===== src/rtl/base_mcmux_arb.sv =====
// rtl/base_mcmux_arb.sv - credit-gated round-robin arbiter driving an early-valid slotted mux
// Grant is combinational from registered credit count; o_v leads o_d by one cycle.
module base_mcmux_arb #(
  parameter int ways    = 4,
  parameter int width   = 1,
  parameter int credits = 4
) (
  input  logic                  clk,
  input  logic                  reset,
  input  logic [0:ways-1]       i_v,
  input  logic [0:ways*width-1] i_d,
  output logic [0:ways-1]       o_r,
  output logic [0:ways-1]       o_v,
  output logic [0:ways*width-1] o_d,
  input  logic                  i_credit,
  output logic                  o_idle,
  output logic                  o_err
);
  localparam int CW = $clog2(credits + 1);
  localparam int PW = $clog2(ways);
  localparam logic [CW-1:0] CREDITS_W = CW'(credits);
  localparam logic [CW-1:0] CNT_ONE   = CW'(1);
  localparam logic [PW:0]   WAYS_W    = (PW+1)'(ways);
  localparam logic [PW-1:0] PTR_RST   = PW'(ways - 1);

  logic [CW-1:0]         cnt_q, cnt_d;
  logic [PW-1:0]         ptr_q, ptr_d;
  logic                  err_q, err_d;
  logic [0:ways-1]       v1_q, v1_d;
  logic [width-1:0]      d1_q, d1_d;
  logic [0:ways*width-1] od_q, od_d;

  logic [0:ways-1] gnt;
  logic [PW-1:0]   gnt_idx;
  logic            gnt_any;
  logic [PW:0]     cand;

  // Round-robin search starting one past the last winner, wrapping modulo ways.
  always_comb begin
    gnt     = '0;
    gnt_idx = ptr_q;
    gnt_any = 1'b0;
    cand    = '0;
    for (int i = 1; i <= ways; i++) begin
      cand = {1'b0, ptr_q} + (PW+1)'(i);
      if (cand >= WAYS_W) cand = cand - WAYS_W;
      if (!gnt_any && i_v[cand[PW-1:0]]) begin
        gnt_any = 1'b1;
        gnt_idx = cand[PW-1:0];
      end
    end
    if (!reset || cnt_q == '0) gnt_any = 1'b0;
    if (gnt_any) gnt[gnt_idx] = 1'b1;
  end

  always_comb begin
    v1_d = gnt;
    d1_d = '0;
    for (int k = 0; k < ways; k++) begin
      if (gnt[k]) d1_d = i_d[k*width +: width];
    end
    od_d = '0;
    for (int k = 0; k < ways; k++) begin
      if (v1_q[k]) od_d[k*width +: width] = d1_q;
    end
  end

  // A return at full count saturates and latches the overflow flag.
  always_comb begin
    cnt_d = cnt_q;
    err_d = err_q;
    ptr_d = ptr_q;
    if (gnt_any) ptr_d = gnt_idx;
    if (gnt_any && !i_credit) begin
      cnt_d = cnt_q - CNT_ONE;
    end else if (!gnt_any && i_credit) begin
      if (cnt_q == CREDITS_W) err_d = 1'b1;
      else cnt_d = cnt_q + CNT_ONE;
    end
  end

  always_ff @(posedge clk or negedge reset) begin
    if (!reset) begin
      cnt_q <= CREDITS_W;
      ptr_q <= PTR_RST;
      err_q <= 1'b0;
      v1_q  <= '0;
      d1_q  <= '0;
      od_q  <= '0;
    end else begin
      cnt_q <= cnt_d;
      ptr_q <= ptr_d;
      err_q <= err_d;
      v1_q  <= v1_d;
      d1_q  <= d1_d;
      od_q  <= od_d;
    end
  end

  assign o_r    = gnt;
  assign o_v    = v1_q;
  assign o_d    = od_q;
  assign o_err  = err_q;
  assign o_idle = (cnt_q == CREDITS_W) && !gnt_any && (v1_q == '0);

endmodule


===== config.mk =====
export PLATFORM = sky130hd
export DESIGN_NAME = base_mcmux_arb
export DESIGN_NICKNAME = d
export VERILOG_FILES = /design/src/rtl/base_mcmux_arb.sv
export SDC_FILE = /design/constraint.sdc
export NUM_CORES = 1
export LEC_CHECK = 0
export BUFFER_PORTS_ARGS = -buffer_cell sky130_fd_sc_hd__buf_2
export CAP_MARGIN = 20
export CORE_ASPECT_RATIO = 0.9
export CORE_MARGIN = 2
export CORE_UTILIZATION = 51
export CTS_CLUSTER_DIAMETER = 40
export CTS_CLUSTER_SIZE = 40
export DETAILED_ROUTE_END_ITERATION = 10
export PLACE_DENSITY_LB_ADDON = 0.08
export SYNTH_ARGS = -nofsm -noshare
export SYNTH_HDL_FRONTEND = slang
export SYNTH_SLANG_ARGS = --single-unit

===== constraint.sdc =====
create_clock -name clk -period 5.4 [get_ports clk]
set_input_delay 0.81 -clock clk [delete_from_list [all_inputs] [get_ports clk]]
set_output_delay 0.81 -clock clk [all_outputs]
set_load 0.005 [all_outputs]

-- Word-level counts from Yosys, hierarchy flattened
Cells that the tools add are included.
W data, S select, Z words.
- add/sub/neg operators: 10
- mux-type cells: 39
- magnitude comparators: 10
- bitwise operators: 6
- equality and inequality tests: 2
- reduce and logical (&&, ||, !) cells: 20
- operators by type and width (operator ; number):
    $ge A3 B3 Y1 const B ; 9
    $mux W1 ; 22
    $mux W2 ; 8
    $not A2 Y3 ; 5
    $mux W3 ; 3
    $bmux W1 S2 ; 4
    $logic_and A1 B1 Y1 ; 8
    $sub A2 B1 Y2 const B ; 4
    $add A2 B2 Y3 const B ; 2
    $logic_not A1 Y1 ; 6
    $logic_not A4 Y1 ; 1
    $mux W4 ; 1
    $add A2 B1 Y3 const B ; 1
    $add A2 B3 Y3 const B ; 1
    $add A3 B1 Y3 const B ; 1
    $eq A3 B3 Y1 const B ; 1
    $logic_not A3 Y1 ; 1
    $lt A3 B1 Y1 const B ; 1
    $reduce_and A3 Y1 ; 1
    $sub A3 B1 Y3 const B ; 1
    $demux W1 S2 ; 1
    $ne A2 B2 Y1 const B ; 1
    $reduce_and A2 Y1 ; 1
    $reduce_bool A2 Y1 ; 1
    2 further kinds ; 2
- input bits: 11
- register bits: 15
- word-level logic and storage cells: 93

-- Depth between registers and ports, before layout
- depth in word-level cells: 27
- depth in mapped cells: 11

-- Least setup slack after synthesis
Ideal clock, no wire load.
- path kind: in2reg
- from: input i_v[3] in the netlist's numbering
- to: register cnt_q[2]
- library setup time: 0.084 ns
- buffers on the path: 1
- arrival: 2.370 ns
- stages on the path: 11
- path slack: 2.946 ns
- cell sequence: o41ai_2 or2_1 buf_6 inv_4 ha_1 inv_1 fa_1 nor3_1 a21oi_1 o21ai_1 o31ai_1
- cells in the longest elaborated chain, start to end: 18
- elaborated cells on any way between the ends: 30
- those cells by class: eq/ne (1); mux (18); reduce/logical (11)
- RTL lines (item ; line ; text):
    start: declaration ; 10 ; input logic [0:ways-1] i_v,
    $bmux W1 S2 ; 47 ; if (!gnt_any && i_v[cand[PW-1:0]]) begin
    $mux W1 (not written as such) (2 in series) ; 47 ;
    $mux W1 ; 47 ;
    $logic_not A1 Y1 ; 47 ;
    $logic_and A1 B1 Y1 ; 47 ;
    $mux W1 ; 47 ;
    $logic_not A1 Y1 ; 47 ;
    $logic_and A1 B1 Y1 ; 47 ;
    [... 2 more ...] ; - ;
    $logic_and A1 B1 Y1 ; 47 ;
    $mux W1 * ; 47 ;
    $mux W1 * ; 52 ; if (!reset || cnt_q == '0) gnt_any = 1'b0;
    via gnt_any ; 35 ; logic gnt_any;
    $logic_not A1 Y1 ; 76 ; end else if (!gnt_any && i_credit) begin
    $logic_and A1 B1 Y1 ; 76 ;
    $reduce_bool A2 Y1 (no line) ; - ;
    $reduce_and A2 Y1 (no line) ; - ;
    end signal: assignment ; 91 ; cnt_q <= cnt_d;
    end: declaration ; 26 ; logic [CW-1:0] cnt_q, cnt_d;
The timed path passes the listed nets; every way through them passes the cells marked *. The select of a mux whose other input is x is not followed.
A chain may end at the register's enable or synchronous reset.

-- Worst setup path after layout
- from: input reset
- to: output o_r[2] in the netlist's numbering
- cells in the longest elaborated chain, start to end: 4
- RTL lines (item ; line ; text):
    start: declaration ; 9 ; input logic reset,
    $logic_not A1 Y1 (no line) ; - ;
    $logic_or A1 B1 Y1 ; 52 ;
    $mux W1 ; 52 ;
    $mux W4 ; 53 ; if (gnt_any) gnt[gnt_idx] = 1'b1;
    end: declaration ; 12 ; output logic [0:ways-1] o_r,
Every way passes these cells.

==> results.sh <==
export IMPL_p_per_area_mw_per_mm2=486
export IMPL_crit_path_cell_trace="buf_2 > o41ai_2 > or2_1 > nor3_1 > buf_2"
export IMPL_dieHeight_um=40.6
export IMPL_htree_levels=1
export IMPL_setup_viol=0
export IMPL_portBuffers=24
export IMPL_status="complete, no violations"
export IMPL_critPathMostFrequentCell="buf_2"
export IMPL_fmax_ghz=0.344
export IMPL_synth_distinct_cells=34
export IMPL_grt_pass1_vias=460
export IMPL_path_class="in -> out"
export IMPL_ctsHoldBuffers=0
export IMPL_ys_seq_elements=15
export IMPL_synth_common_cells="12 x dfrtp_1, 6 x inv_1, 4 x and2_1, 4 x nor3_1"
export IMPL_grt_max_degree=17
export IMPL_postLayoutCellArea_um2=918
export IMPL_initial_core_util=0.538
export IMPL_wirelength_um=1340
export IMPL_wire_per_inst_um=12.0
export IMPL_ys_warnings_count=0
export IMPL_seqCellArea_um2=379
export IMPL_grt_busiest_layer="met2"
export IMPL_via_per_inst=5.47
export IMPL_syn_num_nets=84
export IMPL_final_antenna_net_count=0
export IMPL_crit_start="reset"
export IMPL_rsz0062_at_grt="false"
export IMPL_drt_iter0_drc=20
export IMPL_final_max_slew_viol_count=0
export IMPL_nets=112
export IMPL_relSlewSlack=0.770
export IMPL_synth_largest_area_cell="dfrtp_1"
export IMPL_synth_cell_area_um2=761
export IMPL_cts_sinks=15
export IMPL_firstDrtPassIters=4
export IMPL_p_leak_nw=0.480
export IMPL_pre_cts_slack_ns=2.38
export IMPL_hold_path_class="in -> async"
export IMPL_fin_ws_ns=2.49
export IMPL_power_uw=446
export IMPL_fin_crit_ns=2.91
export IMPL_drc=0
export IMPL_track_usage=0.170
export IMPL_syn_mean_instance_area_um2=10.9
export IMPL_skew_ns=0.0124
export IMPL_clockBufferDepth=2
export IMPL_multi_input_area_um2=342
export IMPL_ctsResizeCount=0
export IMPL_maxCapViolations=0
export IMPL_fin_crit_sh=0.539
export IMPL_drive_gt1_frac=0.371
export IMPL_setup_tns_ns=0
export IMPL_place_congestion=0.678
export IMPL_dp_hpwl_um=1040
export IMPL_fillerInstances=130
export IMPL_syn_inst=70
export IMPL_r2r_start="cnt_q[2]$_DFFE_PN1P_"
export IMPL_root_buffer="clkbuf_4"
export IMPL_clock_latency_ns=0.29
export IMPL_use_met2=0.243
export IMPL_synth_area_leaders="dfrtp_1 39%, dfstp_2 10%, and2_1 3.3%"
export IMPL_boundaryPins=25
export IMPL_grt_antenna_before_repair=0
export IMPL_num_antenna_cells=0
export IMPL_die_w_um=44.7
export IMPL_synth_top_cell_area_share=0.395
export IMPL_synth_edff_count=0
export IMPL_cts_clk_slew_worst_paths_ns=0.10
export IMPL_ys_flop_type="dfrtp_1"
export IMPL_critical_path_buf_inv_count=2
export IMPL_met1_usage=0.213
export IMPL_placed_cell_area_um2=888
export IMPL_cts_made_buffers=3
export IMPL_endpoint_kind="output pin"
export IMPL_timing_hold_ws_ns=0.398
export IMPL_cts_setup_buffers=0
export IMPL_globalRoute_totalOverflow=0
export IMPL_cp_arrival_ns=2.10
export IMPL_crit_family="simple AND/OR/NAND/NOR gates"
export IMPL_timing_hold_violations_final=0
export IMPL_syn_to_final_growth_pct=20.7
export IMPL_coreArea_mm2=0.00142
export IMPL_start_kind="primary input"
export IMPL_async_reset_ff_frac=1.00
export IMPL_rows=13
export IMPL_cts_tree="done"
export IMPL_routed_via_count=613
export IMPL_grt_pass1_wl_um=2060
export IMPL_worst_pin_slew_ns=0.345
export IMPL_crit_fanout=16
export IMPL_slowest_stage="or2_1"
export IMPL_synth_most_common_cell="dfrtp_1"
export IMPL_seq_area_frac_synth=0.498
export IMPL_max_stage_delay_ns=0.36
export IMPL_ir_worst_vdd_mv=0.249
export IMPL_met3_usage=0.0705
export IMPL_die_area_mm2=0.00182
export IMPL_required_ns=4.59
registers in the layout, summed over array words and instances (netlist names):
name / count
ptr_q: 2
cnt_q: 3
d1_q: 1
o_d: 4
o_v: 4
o_err: 1
cells in the final DEF, fill, tap and decap left out, types with 2 or more instances in the layout:
| cell | instances |
|---|---|
| a21oi_1 | 3 |
| and2_1 | 4 |
| and3_1 | 2 |
| buf_2 | 24 |
| clkbuf_4 | 3 |
| dfrtp_1 | 12 |
| dfstp_2 | 3 |
| ha_1 | 2 |
| inv_1 | 6 |
| nand2_1 | 3 |
| nand2b_1 | 3 |
| nor2_1 | 3 |
| nor3_1 | 4 |
| o21ai_0 | 2 |
| o21ai_1 | 2 |
metal layers:
layer | vias up | wire, um
met5 | - | 0
met4 | 0 | 27
met3 | 4 | 76
met2 | 16 | 619
met1 | 288 | 620
li1 | 305 | -
final cells by class:
class | instances | share of cell area
flip-flops and latches | 15 | 0.413
multi-input cells | 47 | 0.372
repair buffers | 24 | 0.131
inverters | 7 | 0.0313
clock buffers | 3 | 0.0245
well taps | 15 | 0.0204
clock inverters | 1 | 0.00817
through the flow:
stage | util | std cells
global placement | 0.628 | 108
floorplan | - | 70
detailed placement | 0.628 | 108
finish | 0.649 | 112
CTS | 0.649 | 112
global route | 0.649 | 112
worst paths after layout:
check | slack, ns | cells past startpoint | endpoint
min | 0.40 | 1 | o_d[2]$_DFF_PN0_
max in group asynchronous | 4.69 | 1 | cnt_q[2]$_DFFE_PN1P_
min in group clk | 0.48 | 1 | o_err$_DFFE_PN0P_
max | 2.49 | 5 | o_r[2]
max reg2reg | 3.08 | 10 | cnt_q[2]$_DFFE_PN1P_
min reg2reg | 0.48 | 1 | o_err$_DFFE_PN0P_
logic make-up (layout without fill, tap and decap cells):
| family | Yosys count | after routing | synth area share |
|---|---|---|---|
| and+or+nand+nor | 22 | 22 | 0.158 |
| AOI/OAI and AO/OA | 20 | 20 | 0.201 |
| DFF | 15 | 15 | 0.498 |
| buffers and inverters | 8 | 35 | 0.0526 |
| adders and majority gates | 3 | 3 | 0.0592 |
| xor gates and xnor gates | 1 | 1 | 0.0115 |
| muxes | 1 | 1 | 0.0197 |
power by group:
group / switching, mW / internal (mW)
clock: 0.0401 / 0.0282
sequential: 0.0365 / 0.160
combinational: 0.0941 / 0.0879
worst register-to-register path, cell delays in order (launching register included):
cell     delay, ns
dfstp_2       0.60
nor3_1        0.05
or2_1         0.32
inv_4         0.11
ha_1          0.22
inv_1         0.10
fa_1          0.42
nor3_1        0.18
a21oi_1       0.06
o21ai_1       0.12
o31ai_1       0.08
Power figures use the tool's default switching activity.
